**src/rtl/conv_pkg.sv**
```systemverilog
// Shared constants, state encoding and small helpers for the convolution
// frame scheduler and its window address generator.
package conv_pkg;

  // Geometry and word widths
  localparam int IFM_DIM = 7;
  localparam int K       = 3;
  localparam int DATA_W  = 16;
  localparam int ADDR_W  = 6;

  // Derived frame dimensions
  localparam int OUT_DIM = IFM_DIM - K + 1;
  localparam int N_IFM   = IFM_DIM * IFM_DIM;
  localparam int N_WGT   = K * K;
  localparam int N_OUT   = OUT_DIM * OUT_DIM;

  // Counter widths
  localparam int WGT_CW  = 4;
  localparam int RES_CW  = 5;
  localparam int RC_W    = 3;

  // Typed terminal values so comparisons stay width-matched
  localparam logic [ADDR_W-1:0] IFM_LAST = ADDR_W'(N_IFM - 1);
  localparam logic [WGT_CW-1:0] WGT_FULL = WGT_CW'(N_WGT);
  localparam logic [RES_CW-1:0] RES_FULL = RES_CW'(N_OUT);
  localparam logic [RC_W-1:0]   RC_LAST  = RC_W'(OUT_DIM - 1);

  typedef enum logic [2:0] {
    ST_IDLE    = 3'd0,
    ST_LOAD    = 3'd1,
    ST_WAIT_W  = 3'd2,
    ST_COMPUTE = 3'd3,
    ST_DRAIN   = 3'd4
  } state_t;

  // Distance from one window base to the next: one word along a row, or
  // skip the K-1 columns that cannot start a window when a row wraps.
  function automatic logic [ADDR_W-1:0] base_step(input logic row_wrap);
    logic [ADDR_W-1:0] step;
    if (row_wrap) begin
      step = ADDR_W'(K);
    end else begin
      step = ADDR_W'(1);
    end
    return step;
  endfunction

endpackage

```
**src/rtl/conv_win_addr_gen.sv**
```systemverilog
// Window base address generator: walks the OUT_DIM x OUT_DIM grid of
// window origins in raster order, one step per accepted window.
module conv_win_addr_gen
  import conv_pkg::*;
(
  input  logic              clk,
  input  logic              rst,
  input  logic              i_clr,
  input  logic              i_en,
  output logic [ADDR_W-1:0] o_base,
  output logic              o_last
);

  logic [RC_W-1:0]   r_row;
  logic [RC_W-1:0]   r_col;
  logic [ADDR_W-1:0] r_base;
  logic              r_last;

  logic              w_col_wrap;
  logic [RC_W-1:0]   w_row_nxt;
  logic [RC_W-1:0]   w_col_nxt;
  logic [ADDR_W-1:0] w_base_nxt;
  logic              w_last_nxt;

  // Next grid position, base and last flag for one advance
  always_comb begin
    w_col_wrap = (r_col == RC_LAST);
    if (w_col_wrap) begin
      w_row_nxt = r_row + 3'd1;
      w_col_nxt = 3'd0;
    end else begin
      w_row_nxt = r_row;
      w_col_nxt = r_col + 3'd1;
    end
    w_base_nxt = r_base + base_step(w_col_wrap);
    w_last_nxt = (w_row_nxt == RC_LAST) && (w_col_nxt == RC_LAST);
  end

  // Position registers: clear has priority over advance
  always_ff @(posedge clk) begin
    if (rst) begin
      r_row  <= 3'd0;
      r_col  <= 3'd0;
      r_base <= '0;
      r_last <= 1'b0;
    end else if (i_clr) begin
      r_row  <= 3'd0;
      r_col  <= 3'd0;
      r_base <= '0;
      r_last <= 1'b0;
    end else if (i_en) begin
      r_row  <= w_row_nxt;
      r_col  <= w_col_nxt;
      r_base <= w_base_nxt;
      r_last <= w_last_nxt;
    end else begin
      r_row  <= r_row;
      r_col  <= r_col;
      r_base <= r_base;
      r_last <= r_last;
    end
  end

  assign o_base = r_base;
  assign o_last = r_last;

endmodule

```
**src/rtl/conv_frame_scheduler.sv**
```systemverilog
// Frame scheduler for the 7x7 IFM / 3x3 weight convolution: turns the
// serial IFM and weight streams into buffer writes, issues the window
// bases to the MAC datapath and closes the frame when all results return.
module conv_frame_scheduler
  import conv_pkg::*;
(
  input  logic              clk,
  input  logic              rst,
  input  logic              in_valid,
  input  logic [DATA_W-1:0] In_IFM_1,
  input  logic              weight_valid,
  input  logic [DATA_W-1:0] In_Weight_1,
  output logic              ifm_wr_en,
  output logic [ADDR_W-1:0] ifm_wr_addr,
  output logic [DATA_W-1:0] ifm_wr_data,
  output logic              wgt_wr_en,
  output logic [3:0]        wgt_wr_addr,
  output logic [DATA_W-1:0] wgt_wr_data,
  output logic              win_valid,
  input  logic              win_ready,
  output logic [ADDR_W-1:0] win_base,
  output logic              win_last,
  input  logic              mac_done,
  output logic              busy,
  output logic              frame_done,
  output logic              err_short,
  output logic              err_overrun
);

  state_t r_state;
  state_t w_state_nxt;

  logic [ADDR_W-1:0] r_ifm_cnt;
  logic [WGT_CW-1:0] r_wgt_cnt;
  logic [RES_CW-1:0] r_res_cnt;

  logic              r_ifm_wr_en;
  logic [ADDR_W-1:0] r_ifm_wr_addr;
  logic [DATA_W-1:0] r_ifm_wr_data;
  logic              r_wgt_wr_en;
  logic [WGT_CW-1:0] r_wgt_wr_addr;
  logic [DATA_W-1:0] r_wgt_wr_data;
  logic              r_win_valid;
  logic              r_busy;
  logic              r_frame_done;
  logic              r_err_short;
  logic              r_err_overrun;

  logic              w_ifm_acc;
  logic [ADDR_W-1:0] w_ifm_idx;
  logic              w_short;
  logic              w_overrun;
  logic              w_done;
  logic              w_frame_start;
  logic              w_wgt_open;
  logic              w_wgt_acc;
  logic [WGT_CW-1:0] w_wgt_cnt_inc;
  logic              w_mac;
  logic [RES_CW-1:0] w_res_inc;
  logic              w_hs;
  logic              w_ag_clr;
  logic [ADDR_W-1:0] w_win_base;
  logic              w_win_last;

  // State register
  always_ff @(posedge clk) begin
    if (rst) begin
      r_state <= ST_IDLE;
    end else begin
      r_state <= w_state_nxt;
    end
  end

  // Next state plus the per-cycle accept/event decisions
  always_comb begin
    w_state_nxt   = r_state;
    w_ifm_acc     = 1'b0;
    w_ifm_idx     = r_ifm_cnt;
    w_short       = 1'b0;
    w_overrun     = 1'b0;
    w_done        = 1'b0;
    w_frame_start = 1'b0;

    w_hs       = r_win_valid && win_ready;
    w_wgt_open = (r_state == ST_IDLE) || (r_state == ST_LOAD) ||
                 (r_state == ST_WAIT_W);
    // A weight arriving in the cycle a short burst is detected is dropped,
    // since the weight count is being cleared for the aborted frame.
    w_wgt_acc  = weight_valid && w_wgt_open && (r_wgt_cnt < WGT_FULL) &&
                 !((r_state == ST_LOAD) && !in_valid);
    w_wgt_cnt_inc = r_wgt_cnt + {3'd0, w_wgt_acc};
    w_mac      = mac_done && ((r_state == ST_COMPUTE) || (r_state == ST_DRAIN));
    w_res_inc  = r_res_cnt + {4'd0, w_mac};

    case (r_state)
      ST_IDLE: begin
        if (in_valid) begin
          w_ifm_acc     = 1'b1;
          w_ifm_idx     = '0;
          w_frame_start = 1'b1;
          w_state_nxt   = ST_LOAD;
        end else begin
          w_state_nxt   = ST_IDLE;
        end
      end
      ST_LOAD: begin
        if (in_valid) begin
          w_ifm_acc = 1'b1;
          if (r_ifm_cnt == IFM_LAST) begin
            if (w_wgt_cnt_inc == WGT_FULL) begin
              w_state_nxt = ST_COMPUTE;
            end else begin
              w_state_nxt = ST_WAIT_W;
            end
          end else begin
            w_state_nxt = ST_LOAD;
          end
        end else begin
          w_short     = 1'b1;
          w_state_nxt = ST_IDLE;
        end
      end
      ST_WAIT_W: begin
        w_overrun = in_valid;
        if (w_wgt_cnt_inc == WGT_FULL) begin
          w_state_nxt = ST_COMPUTE;
        end else begin
          w_state_nxt = ST_WAIT_W;
        end
      end
      ST_COMPUTE: begin
        w_overrun = in_valid;
        if (w_hs && w_win_last) begin
          w_state_nxt = ST_DRAIN;
        end else begin
          w_state_nxt = ST_COMPUTE;
        end
      end
      ST_DRAIN: begin
        w_overrun = in_valid;
        if (w_res_inc >= RES_FULL) begin
          w_done      = 1'b1;
          w_state_nxt = ST_IDLE;
        end else begin
          w_state_nxt = ST_DRAIN;
        end
      end
      default: begin
        w_state_nxt = ST_IDLE;
      end
    endcase

    // Rewind the window walk at frame start and after the last window
    w_ag_clr = w_frame_start || (w_hs && w_win_last);
  end

  // Counters and registered outputs
  always_ff @(posedge clk) begin
    if (rst) begin
      r_ifm_cnt     <= '0;
      r_wgt_cnt     <= '0;
      r_res_cnt     <= '0;
      r_ifm_wr_en   <= 1'b0;
      r_ifm_wr_addr <= '0;
      r_ifm_wr_data <= '0;
      r_wgt_wr_en   <= 1'b0;
      r_wgt_wr_addr <= '0;
      r_wgt_wr_data <= '0;
      r_win_valid   <= 1'b0;
      r_busy        <= 1'b0;
      r_frame_done  <= 1'b0;
      r_err_short   <= 1'b0;
      r_err_overrun <= 1'b0;
    end else begin
      r_ifm_wr_en <= w_ifm_acc;
      if (w_ifm_acc) begin
        r_ifm_wr_addr <= w_ifm_idx;
        r_ifm_wr_data <= In_IFM_1;
        if (w_ifm_idx == IFM_LAST) begin
          r_ifm_cnt <= '0;
        end else begin
          r_ifm_cnt <= w_ifm_idx + 6'd1;
        end
      end else if (w_short) begin
        r_ifm_cnt <= '0;
      end else begin
        r_ifm_cnt <= r_ifm_cnt;
      end

      r_wgt_wr_en <= w_wgt_acc;
      if (w_wgt_acc) begin
        r_wgt_wr_addr <= r_wgt_cnt;
        r_wgt_wr_data <= In_Weight_1;
      end else begin
        r_wgt_wr_addr <= r_wgt_wr_addr;
        r_wgt_wr_data <= r_wgt_wr_data;
      end
      if (w_short || w_done) begin
        r_wgt_cnt <= '0;
      end else begin
        r_wgt_cnt <= w_wgt_cnt_inc;
      end

      if (w_done) begin
        r_res_cnt <= '0;
      end else begin
        r_res_cnt <= w_res_inc;
      end

      r_win_valid   <= (w_state_nxt == ST_COMPUTE);
      r_busy        <= (w_state_nxt != ST_IDLE);
      r_frame_done  <= w_done;
      r_err_short   <= w_short;
      r_err_overrun <= w_overrun;
    end
  end

  conv_win_addr_gen u_win_addr_gen (
    .clk    (clk),
    .rst    (rst),
    .i_clr  (w_ag_clr),
    .i_en   (w_hs),
    .o_base (w_win_base),
    .o_last (w_win_last)
  );

  assign ifm_wr_en   = r_ifm_wr_en;
  assign ifm_wr_addr = r_ifm_wr_addr;
  assign ifm_wr_data = r_ifm_wr_data;
  assign wgt_wr_en   = r_wgt_wr_en;
  assign wgt_wr_addr = r_wgt_wr_addr;
  assign wgt_wr_data = r_wgt_wr_data;
  assign win_valid   = r_win_valid;
  assign win_base    = w_win_base;
  assign win_last    = w_win_last;
  assign busy        = r_busy;
  assign frame_done  = r_frame_done;
  assign err_short   = r_err_short;
  assign err_overrun = r_err_overrun;

endmodule

```
**config.mk**
```make
export PLATFORM = sky130hd
export DESIGN_NAME = conv_frame_scheduler
export DESIGN_NICKNAME = d
export VERILOG_FILES = /design/src/rtl/conv_pkg.sv /design/src/rtl/conv_win_addr_gen.sv /design/src/rtl/conv_frame_scheduler.sv
export SDC_FILE = /design/constraint.sdc
export NUM_CORES = 1
export LEC_CHECK = 0
export ABC_AREA = 1
export CELL_PAD_IN_SITES_DETAIL_PLACEMENT = 0
export CELL_PAD_IN_SITES_GLOBAL_PLACEMENT = 2
export CORE_MARGIN = 1
export CORE_UTILIZATION = 26
export DETAILED_ROUTE_END_ITERATION = 12
export PLACE_DENSITY_LB_ADDON = 0.1
export SYNTH_ARGS = -nofsm -noshare
export SYNTH_HDL_FRONTEND = slang
export SYNTH_SLANG_ARGS = --single-unit
```
**constraint.sdc**
```tcl
create_clock -name clk -period 2.86 [get_ports clk]
set_clock_uncertainty 0.2 [all_clocks]
set_input_delay 0.286 -clock clk [delete_from_list [all_inputs] [get_ports clk]]
set_output_delay 0.286 -clock clk [all_outputs]
set_load 0.05 [all_outputs]
```
# [Word-level counts from Yosys, hierarchy flattened]
# Index checks and enable logic that the tools add are counted.
[totals] mem_count=0 regBits=80 mem_bits_rw=0 in_bits=38 latchBits=0 rom_bits=0 elab_cells=85 out_inout_bits=56
[classes] n_div=0 n_mul=0 n_eq_ne=11 n_mux=22 magnitude_cmp=2 reduce_logical=24 n_bitwise=1 shifts=0 n_addsub=6
[ops] operator="6-bit two-way mux" n=5
[ops] operator="3-bit two-way mux" n=6
[ops] operator="3-bit one-hot mux with 5 select lines" n=1
[ops] operator="3-bit equality test (second input constant)" n=4
[ops] operator="6-bit equality test (second input constant)" n=2
[ops] operator="2-bit OR reduction" n=5
[ops] operator="3-bit by 2-bit equality test with 1-bit output (second input constant)" n=3
[ops] operator="1-bit two-way mux" n=9
[ops] operator="1-bit logical AND" n=8
[ops] operator="3-bit by 1-bit adder with 3-bit output (second input constant)" n=2
[ops] operator="6-bit by 1-bit adder with 6-bit output (second input constant)" n=1
[ops] operator="6-bit by 2-bit adder with 6-bit output" n=1
[ops] operator="5-bit by 1-bit adder with 5-bit output" n=1
[ops] operator="5-bit >= comparator (second input constant)" n=1
[ops] operator="1-bit logical OR" n=5
[ops] operator="4-bit by 1-bit adder with 4-bit output" n=1
[ops] operator="4-bit equality test (second input constant)" n=1
[ops] operator="4-bit < comparator (second input constant)" n=1
[ops] operator="3-bit by 1-bit equality test with 1-bit output (second input constant)" n=1
[ops] operator="3-bit zero test" n=1
[ops] operator="3-bit nonzero test" n=1
[ops] operator="3-bit OR reduction" n=1
[ops] operator="1-bit zero test" n=2
[ops] operator="2-bit two-way mux" n=1
[ops] operator="2 further kinds" n=2

# [Longest topological paths before layout]
[depth] depth_word=13 ltp_mapped=17 depth_no_buf=16

# [Modules after synthesis]
# From an unflattened synthesis, not the netlist that was laid out.
[hier_totals] hier_cells=466 hier_area_um2=3484.6
[by_module_without_submodules] module="conv_frame_scheduler" seq_area_each_um2=1341.3 cells_each=364 area_each_um2=2757.6 n_inst=1
[by_module_without_submodules] module="conv_win_addr_gen" seq_area_each_um2=260.2 cells_each=102 area_each_um2=726.9 n_inst=1

# [Least setup slack after synthesis]
# OpenSTA, ideal clock, no wires.
[synth_path] kind="reg-to-reg" from="reg r_state[0]" to="reg r_busy (netlist: busy)" synth_period_minus_slack_ns=2.287 path_buffers=1 arrival_ns=2.028 required_ns=2.602 setup_time_ns=0.058 slack_ns=0.573 stages_incl_launch_ff=18 cell_sequence="dfxtp_1 inv_1 nor2_2 nand3_2 nand4_2 inv_2 buf_2 ha_1 ha_1 inv_1 nand2_1 nor2_1 nand2_1 nand3_1 nand2_1 nand2_1 nand2_1 nand2_1"
[synth_between] elab_chain_cells=13 word_cells_on_any_way=24 cone_classes="add/sub (2); order compare (1); eq/ne (5); mux (5); reduce/logical (11)"
[synth_lines] element="start, declared" line_no="conv_frame_scheduler.sv:30" source="state_t r_state;"
[synth_lines] element="start signal, assigned" line_no="conv_frame_scheduler.sv:70" source="r_state <= w_state_nxt;"
[synth_lines] element="3-bit by 1-bit equality test with 1-bit output or 3-bit zero test (tied branches)" line_no="conv_frame_scheduler.sv:85, conv_frame_scheduler.sv:90"
[synth_lines] element="1-bit logical OR (2 in a row)" line_no="conv_frame_scheduler.sv:85" source="w_wgt_open = (r_state == ST_IDLE) || (r_state == ST_LOAD) ||"
[synth_lines] element="1-bit logical AND (2 in a row)" line_no="conv_frame_scheduler.sv:89" source="w_wgt_acc = weight_valid && w_wgt_open && (r_wgt_cnt < WGT_FULL) &&"
[synth_lines] element="1-bit logical AND *" line_no="conv_frame_scheduler.sv:89"
[synth_lines] element="net w_wgt_acc" line_no="conv_frame_scheduler.sv:56" source="logic w_wgt_acc;"
[synth_lines] element="4-bit by 1-bit adder with 4-bit output *" line_no="conv_frame_scheduler.sv:91" source="w_wgt_cnt_inc = r_wgt_cnt + {3'd0, w_wgt_acc};"
[synth_lines] element="net w_wgt_cnt_inc[1]" line_no="conv_frame_scheduler.sv:57" source="logic [WGT_CW-1:0] w_wgt_cnt_inc;"
[synth_lines] element="4-bit equality test *" line_no="conv_frame_scheduler.sv:110, conv_frame_scheduler.sv:125"
[synth_lines] element="1-bit two-way mux *" line_no="conv_frame_scheduler.sv:110, conv_frame_scheduler.sv:125"
[synth_lines] element="3-bit two-way mux" line_no="conv_frame_scheduler.sv:109" source="if (r_ifm_cnt == IFM_LAST) begin"
[synth_lines] element="3-bit two-way mux" line_no="conv_frame_scheduler.sv:107" source="if (in_valid) begin"
[synth_lines] element="3-bit one-hot mux with 5 select lines *" line_no="conv_frame_scheduler.sv:95" source="case (r_state)"
[synth_lines] element="3-bit nonzero test *" line_no="conv_frame_scheduler.sv:211" source="r_busy <= (w_state_nxt != ST_IDLE);"
[synth_lines] element="end signal, assigned" line_no="conv_frame_scheduler.sv:211"
[synth_lines] element="end, declared" line_no="conv_frame_scheduler.sv:44" source="logic r_busy;"
# Mark *: on every way through the listed nets, which the timed path passes. The rest lies on a longest branch.
# A chain may end at the register's enable or synchronous reset.

# [Worst setup path in the final report]
[layout_path] from="reg r_state[2]" to="reg r_res_cnt[1]"
[layout_between] elab_chain_cells=8 word_cells_on_any_way=9 cone_classes="add/sub (1); order compare (1); eq/ne (2); mux (2); reduce/logical (3)"
[layout_lines] element="3-bit by 2-bit equality test with 1-bit output or 3-bit equality test (tied branches)" line_no="conv_frame_scheduler.sv:92, conv_frame_scheduler.sv:95"
[layout_lines] element="1-bit logical OR" line_no="conv_frame_scheduler.sv:92" source="w_mac = mac_done && ((r_state == ST_COMPUTE) || (r_state == ST_DRAIN));"
[layout_lines] element="1-bit logical AND" line_no="conv_frame_scheduler.sv:92"
[layout_lines] element="5-bit by 1-bit adder with 5-bit output" line_no="conv_frame_scheduler.sv:93" source="w_res_inc = r_res_cnt + {4'd0, w_mac};"
[layout_lines] element="5-bit >= comparator" line_no="conv_frame_scheduler.sv:141" source="if (w_res_inc >= RES_FULL) begin"
[layout_lines] element="1-bit two-way mux" line_no="conv_frame_scheduler.sv:141"
[layout_lines] element="1-bit two-way mux" line_no="conv_frame_scheduler.sv:95"
[layout_lines] element="2-bit OR reduction (no line)"
[layout_lines] element="end signal, assigned" line_no="conv_frame_scheduler.sv:207" source="r_res_cnt <= w_res_inc;"
[layout_lines] element="end, declared" line_no="conv_frame_scheduler.sv:35" source="logic [RES_CW-1:0] r_res_cnt;"
# Several ways; a longest one is shown, not always the timed one.

==> flow_summary_export.csv <==
group,metric,value,unit
clock_network,cts_hold_buf,0,
timing,setup_ws,426.2,ps
routing,vias,3038,
placed_design,io_buffers,93,
yosys,ys_ff_latch,80,
clock_network,root_buffer,"clkbuf_16",
routing,viasPerCell,4.231,
yosys,synth_top_area_frac,0.4773,
die,start_util,0.2659,
yosys,synthCells,446,
layout,final_cell_mix,"93 x nand2_1, 93 x clkdlybuf4s50_1, 80 x dfxtp_1, 56 x nor2_1, 42 x inv_1",
yosys,syn_area,0.003356,mm2
run,cap_violations,0,
critical_path,cp_top_family,"simple AND/OR/NAND/NOR gates",
layout,synthToLayoutAreaGrowth,42.28,%
timing,hold_viol_final,0,
routing,dr.pass1.iters,5,
global_routing,grt_max_degree,37,
die,die_y,115.6,um
global_routing,grt_usage,0.1396,
global_routing,grt_pass1_wl,14190,um
critical_path,regToRegStartpoint,"r_state[2]",
layout,fin_cells,718,
clock_network,cts_setup_buffers,0,
die,std_cell_rows,41,
pwr,power.density,559.2,mW/mm2
timing,min_period,2434,ps
routing,drt.antenna.violating_nets,0,
timing,finalSetupViolCount,0,
die,ios,94,
clock_network,clk-insertion-delay-late,340,ps
timing,period_share,0.8510,
routing,drc_errors,0,
critical_path,path_class,"reg -> reg",
yosys,synth_edf_count,0,
timing,finalSetupTns,0,ps
yosys,synth_top_area_cell,"dfxtp_1",
clock_network,clock-sinks,80,
clock_network,cts_resized,0,
critical_path,endpoint_kind,"register",
critical_path,slowest_stage,"dfxtp_1",
global_routing,grt_use_met3,0.04184,
min_path,hold_class,"reg -> reg",
layout,drive_gt1_frac,0.06777,
routing,dr.first_iter.drc_count,124,
critical_path,path_buf_inv,1,
critical_path,worst-path-max-fanout,5,
min_path,min_delay_worst_endpoint,"wgt_wr_data[1]",
timing,max_slew_margin,0.6501,
global_routing,overflow,0,
global_routing,grt_pass1_vias,2878,
pwr,p_leak,1.897,nW
min_path,min_path_cells,2,
yosys,ys.flop_type,"dfxtp_1",
critical_path,crit_path_start_kind,"register",
placed_design,gp_congestion,0.7480,
placed_design,pre_cts_ws,225.2,ps
critical_path,reg2reg_to,"r_res_cnt[1]",
yosys,ys_warn_count,0,
global_routing,busiest_layer,"met2",
yosys,async_flop_share,0,
critical_path,crit_arrival,2460,ps
yosys,synth_seq_area_share,0.4773,
yosys,yosys-top-cells-area,"dfxtp_1 48%, nand2_1 10%, nor2_1 6.3%",
min_path,min-delay-start,"wgt_wr_data[1]",
layout,fill_cells,1348,
yosys,synth.distinct_cells,32,
clock_network,cts-buffers-inserted,9,
timing,rsz0062_at_grt,"false",
routing,finalWirelength,8701,um
routing,routedWlPerCell,12.12,um
global_routing,met1_usage,0.1797,
global_routing,grt.met2_usage,0.2128,
yosys,synthesis.nets,495,
critical_path,reg2reg_slack,430,ps
die,core,0.01262,mm2
clock_network,cts_tree,"done",
timing,whs,261.8,ps
critical_path,crit_path_frequent_cell,"nor2_1",
critical_path,max_stage_delay,410,ps
outcome,run_status,"complete, no violations",
clock_network,clock_path_buffers,2,
pwr,power,2.670,mW
placed_design,dpl.cell_count,702,
critical_path,worstPathRequired,2890,ps
yosys,syn_avg_cell_area,7.524,um2
global_routing,antenna_found_initial,0,
timing,drv_slew,0,
timing,worst_pin_slew,523.2,ps
critical_path,ff2ff_path_depth,11,
layout,antenna_cells,0,
placed_design,dp_hpwl,5938,um
die,die_w,115.6,um
clock_network,clk_pin_slew,60,ps
pwr,ir_drop,218.9,uV
timing,fmax,410.9,MHz
layout,nets,590,
critical_path,crit_chain,"inv_1, nor3_1, nor2_1, nor2_1, ha_1, ha_1, nand3_1, xor2_1, nand4_1, nand2_1, nor2_1",
clock_network,h-tree-depth,3,
die,die_area,0.01336,mm2
## kinds of logic after synthesis
group | after synthesis | share of synthesized area
simple gates | 205 | 0.2606
flops | 80 | 0.4773
compound gates | 75 | 0.1148
buf+inv | 65 | 0.07792
fa+ha+maj | 11 | 0.04325
xor+xnor | 10 | 0.02610
## worst reg2reg max path, stage by stage, from the launching register on
cell	delay [ps]
dfxtp_1	410
inv_1	80
nor3_1	320
nor2_1	120
nor2_1	110
ha_1	170
ha_1	180
nand3_1	90
xor2_1	230
nand4_1	170
nand2_1	190
nor2_1	60
## registers in the layout, indices dropped and copies added (netlist names)
register and count:
ifm_wr_data 16, frame_done 1, u_win_addr_gen.o_last 1, wgt_wr_data 16
wgt_wr_en 1, wgt_wr_addr 4, err_short 1, win_valid 1
ifm_wr_en 1, r_res_cnt 5, r_wgt_cnt 4, u_win_addr_gen.o_base 6
u_win_addr_gen.r_row 3, err_overrun 1, ifm_wr_addr 6, u_win_addr_gen.r_col 3
r_ifm_cnt 6, r_state 3, busy 1
## through the flow
stage	instance area, um2	util
global placement	4488	0.3556
CTS	4775	0.3783
floorplan	3356	-
finish	4775	0.3783
detailed placement	4488	0.3556
global route	4775	0.3783
## power breakdown
| part | switching [mW] | internal, mW |
|---|---|---|
| clock network | 0.448 | 0.659 |
| registers | 0.0212 | 1.16 |
| logic | 0.241 | 0.146 |
## layer usage
| layer | vias up | part of all wire |
|---|---|---|
| met2 | 72 | 0.42 |
| met5 | - | 0 |
| met3 | 12 | 0.068 |
| li1 | 1621 | - |
| met1 | 1333 | 0.49 |
| met4 | 0 | 0.019 |
## cell usage after synthesis, drive strengths merged, types with 2 or more instances
master,number
nand2,94
o21ai,29
clkbuf,12
a21oi,41
a31oi,2
nor3,21
xnor2,4
inv,46
nor2,60
dfxtp,80
xor2,6
buf,7
a211oi,2
nand3,22
ha,10
nand4,3
## area by class of cell
cell class	count	area [um2]	area share
multi-input combinational	301	1493	0.3126
sequential	80	1602	0.3354
inverter	46	172.7	0.03616
timing repair buffer	103	1006	0.2107
clock buffer	14	274.0	0.05739
tap	172	215.2	0.04507
clock inverter	2	12.51	0.002621
## worst max path at each step
stage                from  slack (ps)      endpoint  cells past startpoint
6_report       r_state[2]         430  r_res_cnt[1]                     11
4_1_cts        r_state[0]         390     win_valid                     14
2_1_floorplan  r_state[0]         570          busy                     17
3_3_place_gp     in_valid         230     win_valid                     14
3_5_place_dp     in_valid         230     win_valid                     14
5_1_grt        r_state[2]         160  r_res_cnt[3]                     11
(Power assumes the default switching activity.)
